**src/rtl/seg_display_pkg.sv**
```systemverilog
// Shared definitions for the segment display arbiter: FSM state encoding,
// the blank digit pattern and the active-low (g..a) hex glyph table.
package seg_display_pkg;

  typedef enum logic [0:0] {
    IDLE = 1'b0,
    SHOW = 1'b1
  } state_e;

  localparam logic [6:0] SEG_BLANK = 7'b1111111;

  localparam logic [6:0] SEG_0 = 7'b1000000;
  localparam logic [6:0] SEG_1 = 7'b1111001;
  localparam logic [6:0] SEG_2 = 7'b0100100;
  localparam logic [6:0] SEG_3 = 7'b0110000;
  localparam logic [6:0] SEG_4 = 7'b0011001;
  localparam logic [6:0] SEG_5 = 7'b0010010;
  localparam logic [6:0] SEG_6 = 7'b0000010;
  localparam logic [6:0] SEG_7 = 7'b1111000;
  localparam logic [6:0] SEG_8 = 7'b0000000;
  localparam logic [6:0] SEG_9 = 7'b0010000;
  localparam logic [6:0] SEG_A = 7'b0001000;
  localparam logic [6:0] SEG_B = 7'b0000011;
  localparam logic [6:0] SEG_C = 7'b1000110;
  localparam logic [6:0] SEG_D = 7'b0100001;
  localparam logic [6:0] SEG_E = 7'b0000110;
  localparam logic [6:0] SEG_F = 7'b0001110;

endpackage

```
**src/rtl/hex_to_seg7.sv**
```systemverilog
// Combinational hex nibble to active-low seven-segment (g..a) decoder.
module hex_to_seg7
  import seg_display_pkg::*;
(
  input  logic [3:0] nibble_i,
  output logic [6:0] seg_o
);

  // Glyph lookup; every nibble value maps to a defined pattern.
  always_comb begin
    seg_o = SEG_BLANK;
    unique case (nibble_i)
      4'h0: seg_o = SEG_0;
      4'h1: seg_o = SEG_1;
      4'h2: seg_o = SEG_2;
      4'h3: seg_o = SEG_3;
      4'h4: seg_o = SEG_4;
      4'h5: seg_o = SEG_5;
      4'h6: seg_o = SEG_6;
      4'h7: seg_o = SEG_7;
      4'h8: seg_o = SEG_8;
      4'h9: seg_o = SEG_9;
      4'hA: seg_o = SEG_A;
      4'hB: seg_o = SEG_B;
      4'hC: seg_o = SEG_C;
      4'hD: seg_o = SEG_D;
      4'hE: seg_o = SEG_E;
      4'hF: seg_o = SEG_F;
    endcase
  end

endmodule

```
**src/rtl/seg_display_arbiter.sv**
```systemverilog
// Round-robin arbiter sharing one four-digit seven-segment display among
// NUM_REQ requesters. A winner holds the display for DWELL cycles, then the
// grant rotates; a holder that drops its request loses the display at once.
// Optional build macro: SEG_LEADING_ZERO_BLANK_EN blanks leading zero digits
// (disp7 down to disp5; disp4 always shows).
//
// state | meaning
// IDLE  | no grant, all digits blank
// SHOW  | exactly one grant bit set, dwell counter running
module seg_display_arbiter
  import seg_display_pkg::*;
#(
  parameter int unsigned NUM_REQ = 3,
  parameter int unsigned DWELL   = 50_000_000
) (
  input  logic                   clock,
  input  logic                   reset,
  input  logic [NUM_REQ-1:0]     req,
  input  logic [16*NUM_REQ-1:0]  data,
  output logic [NUM_REQ-1:0]     gnt,
  output logic [6:0]             disp7,
  output logic [6:0]             disp6,
  output logic [6:0]             disp5,
  output logic [6:0]             disp4
);

  localparam int unsigned        IDX_W      = $clog2(NUM_REQ);
  localparam logic [IDX_W-1:0]   LAST_RST   = IDX_W'(NUM_REQ - 1);
  localparam logic [31:0]        DWELL_LAST = 32'(DWELL - 1);

  state_e             state_q, state_d;
  logic [NUM_REQ-1:0] gnt_q, gnt_d;
  logic [IDX_W-1:0]   last_q, last_d;
  logic [31:0]        cnt_q, cnt_d;

  logic [IDX_W-1:0]   win_idx;
  logic               win_vld;
  logic [NUM_REQ-1:0] win_onehot;
  int                 cand;
  logic [IDX_W-1:0]   cand_idx;

  logic               holder_live;
  logic               expire;

  // Round-robin search starting just after the last grantee. The previous
  // holder is visited last, so it only keeps the display when nobody else
  // is asking; a dropped holder is excluded because its req is low.
  always_comb begin
    win_idx  = last_q;
    win_vld  = 1'b0;
    cand     = 0;
    cand_idx = '0;
    for (int k = 1; k <= int'(NUM_REQ); k++) begin
      cand     = (int'(last_q) + k) % int'(NUM_REQ);
      cand_idx = IDX_W'(cand);
      if (!win_vld && req[cand_idx]) begin
        win_vld = 1'b1;
        win_idx = cand_idx;
      end
    end
  end

  assign win_onehot  = NUM_REQ'(1) << win_idx;
  assign holder_live = |(req & gnt_q);
  assign expire      = (cnt_q == DWELL_LAST);

  // Next-state logic: a drop and an expiry share the same re-arbitration,
  // so a simultaneous drop+expiry naturally resolves as a drop.
  always_comb begin
    state_d = state_q;
    gnt_d   = gnt_q;
    last_d  = last_q;
    cnt_d   = cnt_q;
    unique case (state_q)
      IDLE: begin
        cnt_d = '0;
        if (win_vld) begin
          state_d = SHOW;
          gnt_d   = win_onehot;
          last_d  = win_idx;
        end
      end
      SHOW: begin
        if (!holder_live || expire) begin
          cnt_d = '0;
          if (win_vld) begin
            gnt_d  = win_onehot;
            last_d = win_idx;
          end else begin
            state_d = IDLE;
            gnt_d   = '0;
          end
        end else begin
          cnt_d = cnt_q + 32'd1;
        end
      end
      default: begin
        state_d = IDLE;
        gnt_d   = '0;
        cnt_d   = '0;
      end
    endcase
  end

  // Arbiter state registers with synchronous reset.
  always_ff @(posedge clock) begin
    if (reset) begin
      state_q <= IDLE;
      gnt_q   <= '0;
      last_q  <= LAST_RST;
      cnt_q   <= '0;
    end else begin
      state_q <= state_d;
      gnt_q   <= gnt_d;
      last_q  <= last_d;
      cnt_q   <= cnt_d;
    end
  end

  assign gnt = gnt_q;

  logic [15:0] sel_data;

  // Live data of the currently granted requester; zero when idle.
  always_comb begin
    sel_data = '0;
    for (int i = 0; i < int'(NUM_REQ); i++) begin
      if (gnt_q[i]) begin
        sel_data = sel_data | data[16*i +: 16];
      end
    end
  end

  logic [6:0] raw7, raw6, raw5, raw4;

  hex_to_seg7 u_seg7 (.nibble_i(sel_data[15:12]), .seg_o(raw7));
  hex_to_seg7 u_seg6 (.nibble_i(sel_data[11:8]),  .seg_o(raw6));
  hex_to_seg7 u_seg5 (.nibble_i(sel_data[7:4]),   .seg_o(raw5));
  hex_to_seg7 u_seg4 (.nibble_i(sel_data[3:0]),   .seg_o(raw4));

  logic blank7, blank6, blank5;

`ifdef SEG_LEADING_ZERO_BLANK_EN
  // Blanking chains from the most significant digit; a non-zero nibble
  // stops it so embedded zeros still show.
  assign blank7 = (sel_data[15:12] == 4'h0);
  assign blank6 = blank7 && (sel_data[11:8] == 4'h0);
  assign blank5 = blank6 && (sel_data[7:4] == 4'h0);
`else
  assign blank7 = 1'b0;
  assign blank6 = 1'b0;
  assign blank5 = 1'b0;
`endif

  logic       show_vld;
  logic [6:0] disp7_q, disp6_q, disp5_q, disp4_q;
  logic [6:0] disp7_d, disp6_d, disp5_d, disp4_d;

  assign show_vld = |gnt_q;

  // Digit selection ahead of the output registers.
  always_comb begin
    disp7_d = SEG_BLANK;
    disp6_d = SEG_BLANK;
    disp5_d = SEG_BLANK;
    disp4_d = SEG_BLANK;
    if (show_vld) begin
      disp7_d = blank7 ? SEG_BLANK : raw7;
      disp6_d = blank6 ? SEG_BLANK : raw6;
      disp5_d = blank5 ? SEG_BLANK : raw5;
      disp4_d = raw4;
    end
  end

  // Registered digits: one cycle behind the grant they reflect.
  always_ff @(posedge clock) begin
    if (reset) begin
      disp7_q <= SEG_BLANK;
      disp6_q <= SEG_BLANK;
      disp5_q <= SEG_BLANK;
      disp4_q <= SEG_BLANK;
    end else begin
      disp7_q <= disp7_d;
      disp6_q <= disp6_d;
      disp5_q <= disp5_d;
      disp4_q <= disp4_d;
    end
  end

  assign disp7 = disp7_q;
  assign disp6 = disp6_q;
  assign disp5 = disp5_q;
  assign disp4 = disp4_q;

endmodule

```
**config.mk**
```make
export PLATFORM = sky130hd
export DESIGN_NAME = seg_display_arbiter
export DESIGN_NICKNAME = d
export VERILOG_FILES = /design/src/rtl/seg_display_pkg.sv /design/src/rtl/hex_to_seg7.sv /design/src/rtl/seg_display_arbiter.sv
export SDC_FILE = /design/constraint.sdc
export NUM_CORES = 1
export LEC_CHECK = 0
export BUFFER_PORTS_ARGS = -buffer_cell sky130_fd_sc_hd__buf_2
export CELL_PAD_IN_SITES_DETAIL_PLACEMENT = 1
export CELL_PAD_IN_SITES_GLOBAL_PLACEMENT = 1
export CORE_MARGIN = 2
export CORE_UTILIZATION = 44
export CTS_BUF_LIST = sky130_fd_sc_hd__clkbuf_16
export DETAILED_ROUTE_END_ITERATION = 7
export PLACE_DENSITY = 0.94
export SYNTH_ARGS = -nofsm -noshare
export SYNTH_HDL_FRONTEND = slang
export SYNTH_HIERARCHICAL = 1
export SYNTH_SLANG_ARGS = --single-unit
export TNS_END_PERCENT = 50
```
**constraint.sdc**
```tcl
create_clock -name clock -period 8.3 [get_ports clock]
set_clock_uncertainty 0.15 [all_clocks]
set_input_delay 1.245 -clock clock [delete_from_list [all_inputs] [get_ports clock]]
set_output_delay 1.245 -clock clock [all_outputs]
set_load 0.02 [all_outputs]
```
==> summary.txt <==
Pwr
  – Tot Pwr: 0.00169 W
  – Peak supply drop: 0.156 mV
  – Leakage: 1.99 nW
  – PwrDens: 354 mW/mm2

STA
  – Final setup viols: 0
  – RSZ-0062 raised after global routing: false
  – Relative slew slack: 17.8%
  – Fmax: 319 MHz
  – Final worst setup slack: 5.16 ns
  – Fin crit period: 3.14 ns
  – Crit share post-route: 37.8%
  – Final max-slew violation count: 0
  – Slew @ Worst Pin: 1.23 ns
  – Hold Vio Cnt, Final: 0
  – Setup TNS: 0 ns

Synth
  – Most numerous cell in the Yosys netlist: dfxtp_1
  – Top post-synthesis cells by count: 66 x dfxtp_1, 58 x nor2_1, 34 x inv_1
  – Yosys cell types: 48
  – Synth Cell Area: 0.00403 mm2
  – Synth Instances: 456
  – Yosys reg bits: 66
  – Dominant cells by area after synthesis: dfxtp_1 33%, ha_1 9.6%, nor2_1 5.4%
  – Proportion of netlist area held by the largest area contributor: 32.8%
  – Synth warnings: 6
  – Mapped Nets: 540
  – Area leader, netlist: dfxtp_1
  – Synth Flop Type: dfxtp_1
  – Share of flip-flops with an asynchronous set or reset: 0%
  – EDFF count, synth: 0
  – Avg Cell Area, Syn: 8.83 um2
  – Sequential area share after synthesis: 32.8%

Hold path
  – Worst hold path startpoint: cnt_q[0]$_SDFF_PP0_
  – Worst hold path class: register to register

Critical path
  – Slowest cell on the critical path: mux4_1
  – Critical-path cell list: buf_2 -> a222oi_1 -> inv_1 -> inv_1 -> ha_1 -> inv_1 -> mux4_1 -> or3_1
  – Startpoint types: input pin
  – Worst stage delay on the critical path: 0.47 ns
  – Critical path class: input pin to register
  – WP data required: 8.36 ns
  – Delay-heaviest family, CP: buffers and inverters
  – Crit path max fanout: 7
  – CP endpoint kind: register
  – Worst Setup SP: data[0]
  – Most Frequent Cell on Critical Path: inv_1
  – Critical path arrival: 3.20 ns
  – WP buf/inv: 4
  – RR Startpoint: gnt[0]$_SDFFE_PP0P_

CTS
  – H-Tree Depth: 3
  – CTS Sinks: 66
  – CTS clk-pin slew, worst paths: 0.05 ns
  – Clk Latency, worst-skew pair: 0.33 ns
  – Setup bufs post-CTS: 0
  – CTS hold repair buffers: 0
  – Number of buffers created by CTS: 9
  – Post_cts resized: 0
  – Worst-case clock buffer depth: 2
  – CTS tree: yes
  – CTS root buf: clkbuf_16

Detailed routing
  – Drt pass-1 iters: 6
  – Final ANT Viol Nets: 0
  – Routed vias/inst: 5.66
  – DR WL/cell: 16.7 um
  – Routed WL: 10,600 um
  – Initial drt markers: 164
  – Via Count: 3,604
  – Post-route DRC: 0

Layout
  – Fin nets: 608
  – Post-route cell area: 0.00476 mm2
  – Storage element area: 0.00132 mm2
  – Multi-input logic area: 0.00245 mm2
  – Number of fill cells: 1,029
  – Share of cells above drive strength 1: 22.7%
  – Antenna Cells: 0
  – Layout area overhead: 18.3%
  – Final core occ: 54.1%

Global routing
  – Remaining Overflow, GRT: 0
  – First-pass GRT wire length: 17,900 um
  – Largest net degree at the start of global routing: 35
  – Initial antenna violation count: 1
  – Total track usage: 22.6%
  – Vias in the first global route: 3,725

Die
  – Num rows: 34
  – Die area: 0.00994 mm2
  – Num ports: 84
  – Die height: 99.7 um
  – Starting Density: 45.7%
  – Core Region: 0.00881 mm2
  – Die span in x: 99.7 um

Outcome
  – Outcome: complete, no violations

Placed design
  – Area post-placement: 0.00445 mm2
  – Pre-CTS setup slack: 4.84 ns
  – Placer Congestion: 0.878
  – Detail Placement HPWL: 7900 um
  – # port buffers: 83

Flow run
  – Max-cap viol count: 0
-- registers in the layout (all words and copies together), names as in the netlist --
name     flops
disp7        7
state_q      1
disp6        7
disp5        7
cnt_q       32
gnt          3
disp4        7
last_q       2
-- layout by cell type, fill, tap and decap left out, types with 16 or more instances in the layout --
master,synthesis,routed
xor2_1,18,18
buf_2,4,83
nor2_1,58,58
dfxtp_1,66,66
a222oi_1,16,16
inv_1,34,35
mux2i_1,17,17
nand2_1,22,22
nand3_1,18,18
or3_1,29,29
ha_1,31,31
-- kinds of logic (layout without fill, tap and decap cells) --
kind of cell	count (synthesis)	in the layout	share of synthesized area (%)
buffers and inverters	61	134	6.55
xor gates and xnor gates	30	30	6.52
AOI/OAI and AO/OA	65	65	12.6
and+or+nand+nor	177	177	23.7
DFF	66	66	32.8
adders and majority gates	31	31	9.63
muxes	26	26	8.23
-- layout make-up --
| cell class | instances | area share [%] |
|---|---|---|
| Timing Repair Buffer | 84 | 8.88 |
| Tap cell | 108 | 2.84 |
| Clock buffer | 9 | 4.73 |
| Clock inverter | 7 | 1.79 |
| Sequential cell | 66 | 27.7 |
| Multi-Input combinational cell | 329 | 51.4 |
| Inverter | 34 | 2.68 |
-- metrics by stage --
stage               hold slack (ns)  cells
finish                        0.316    637
floorplan                     0.280    456
CTS                           0.319    637
global placement              0.294    621
detailed placement            0.308    621
global route                  0.354    637
-- per-layer routing --
| layer | up-vias | part of all wire [%] | GRT usage [%] |
|---|---|---|---|
| met1 | 1734 | 42 | 26.0 |
| met2 | 99 | 50 | 41.0 |
| met3 | 17 | 5.5 | 5.06 |
| met5 | - | 0.12 | 0 |
| li1 | 1752 | - | - |
| met4 | 2 | 1.8 | 7.90 |
-- power by group --
part           total, W  internal, W  switching (W)
clock network  0.000397     0.000259       0.000138
logic          0.000841     0.000339       0.000503
registers      0.000447     0.000390      0.0000570
total           0.00169     0.000988       0.000698
-- worst paths after layout --
kind | endpoint | cells past startpoint | slack, ns
setup reg to reg | disp4[3]$_SDFF_PP1_ | 7 | 5.41
hold reg to reg | cnt_q[0]$_SDFF_PP0_ | 1 | 0.32
setup / recovery | disp4[3]$_SDFF_PP1_ | 8 | 5.16
hold / removal | cnt_q[0]$_SDFF_PP0_ | 1 | 0.32
(Power assumes the default switching activity.)
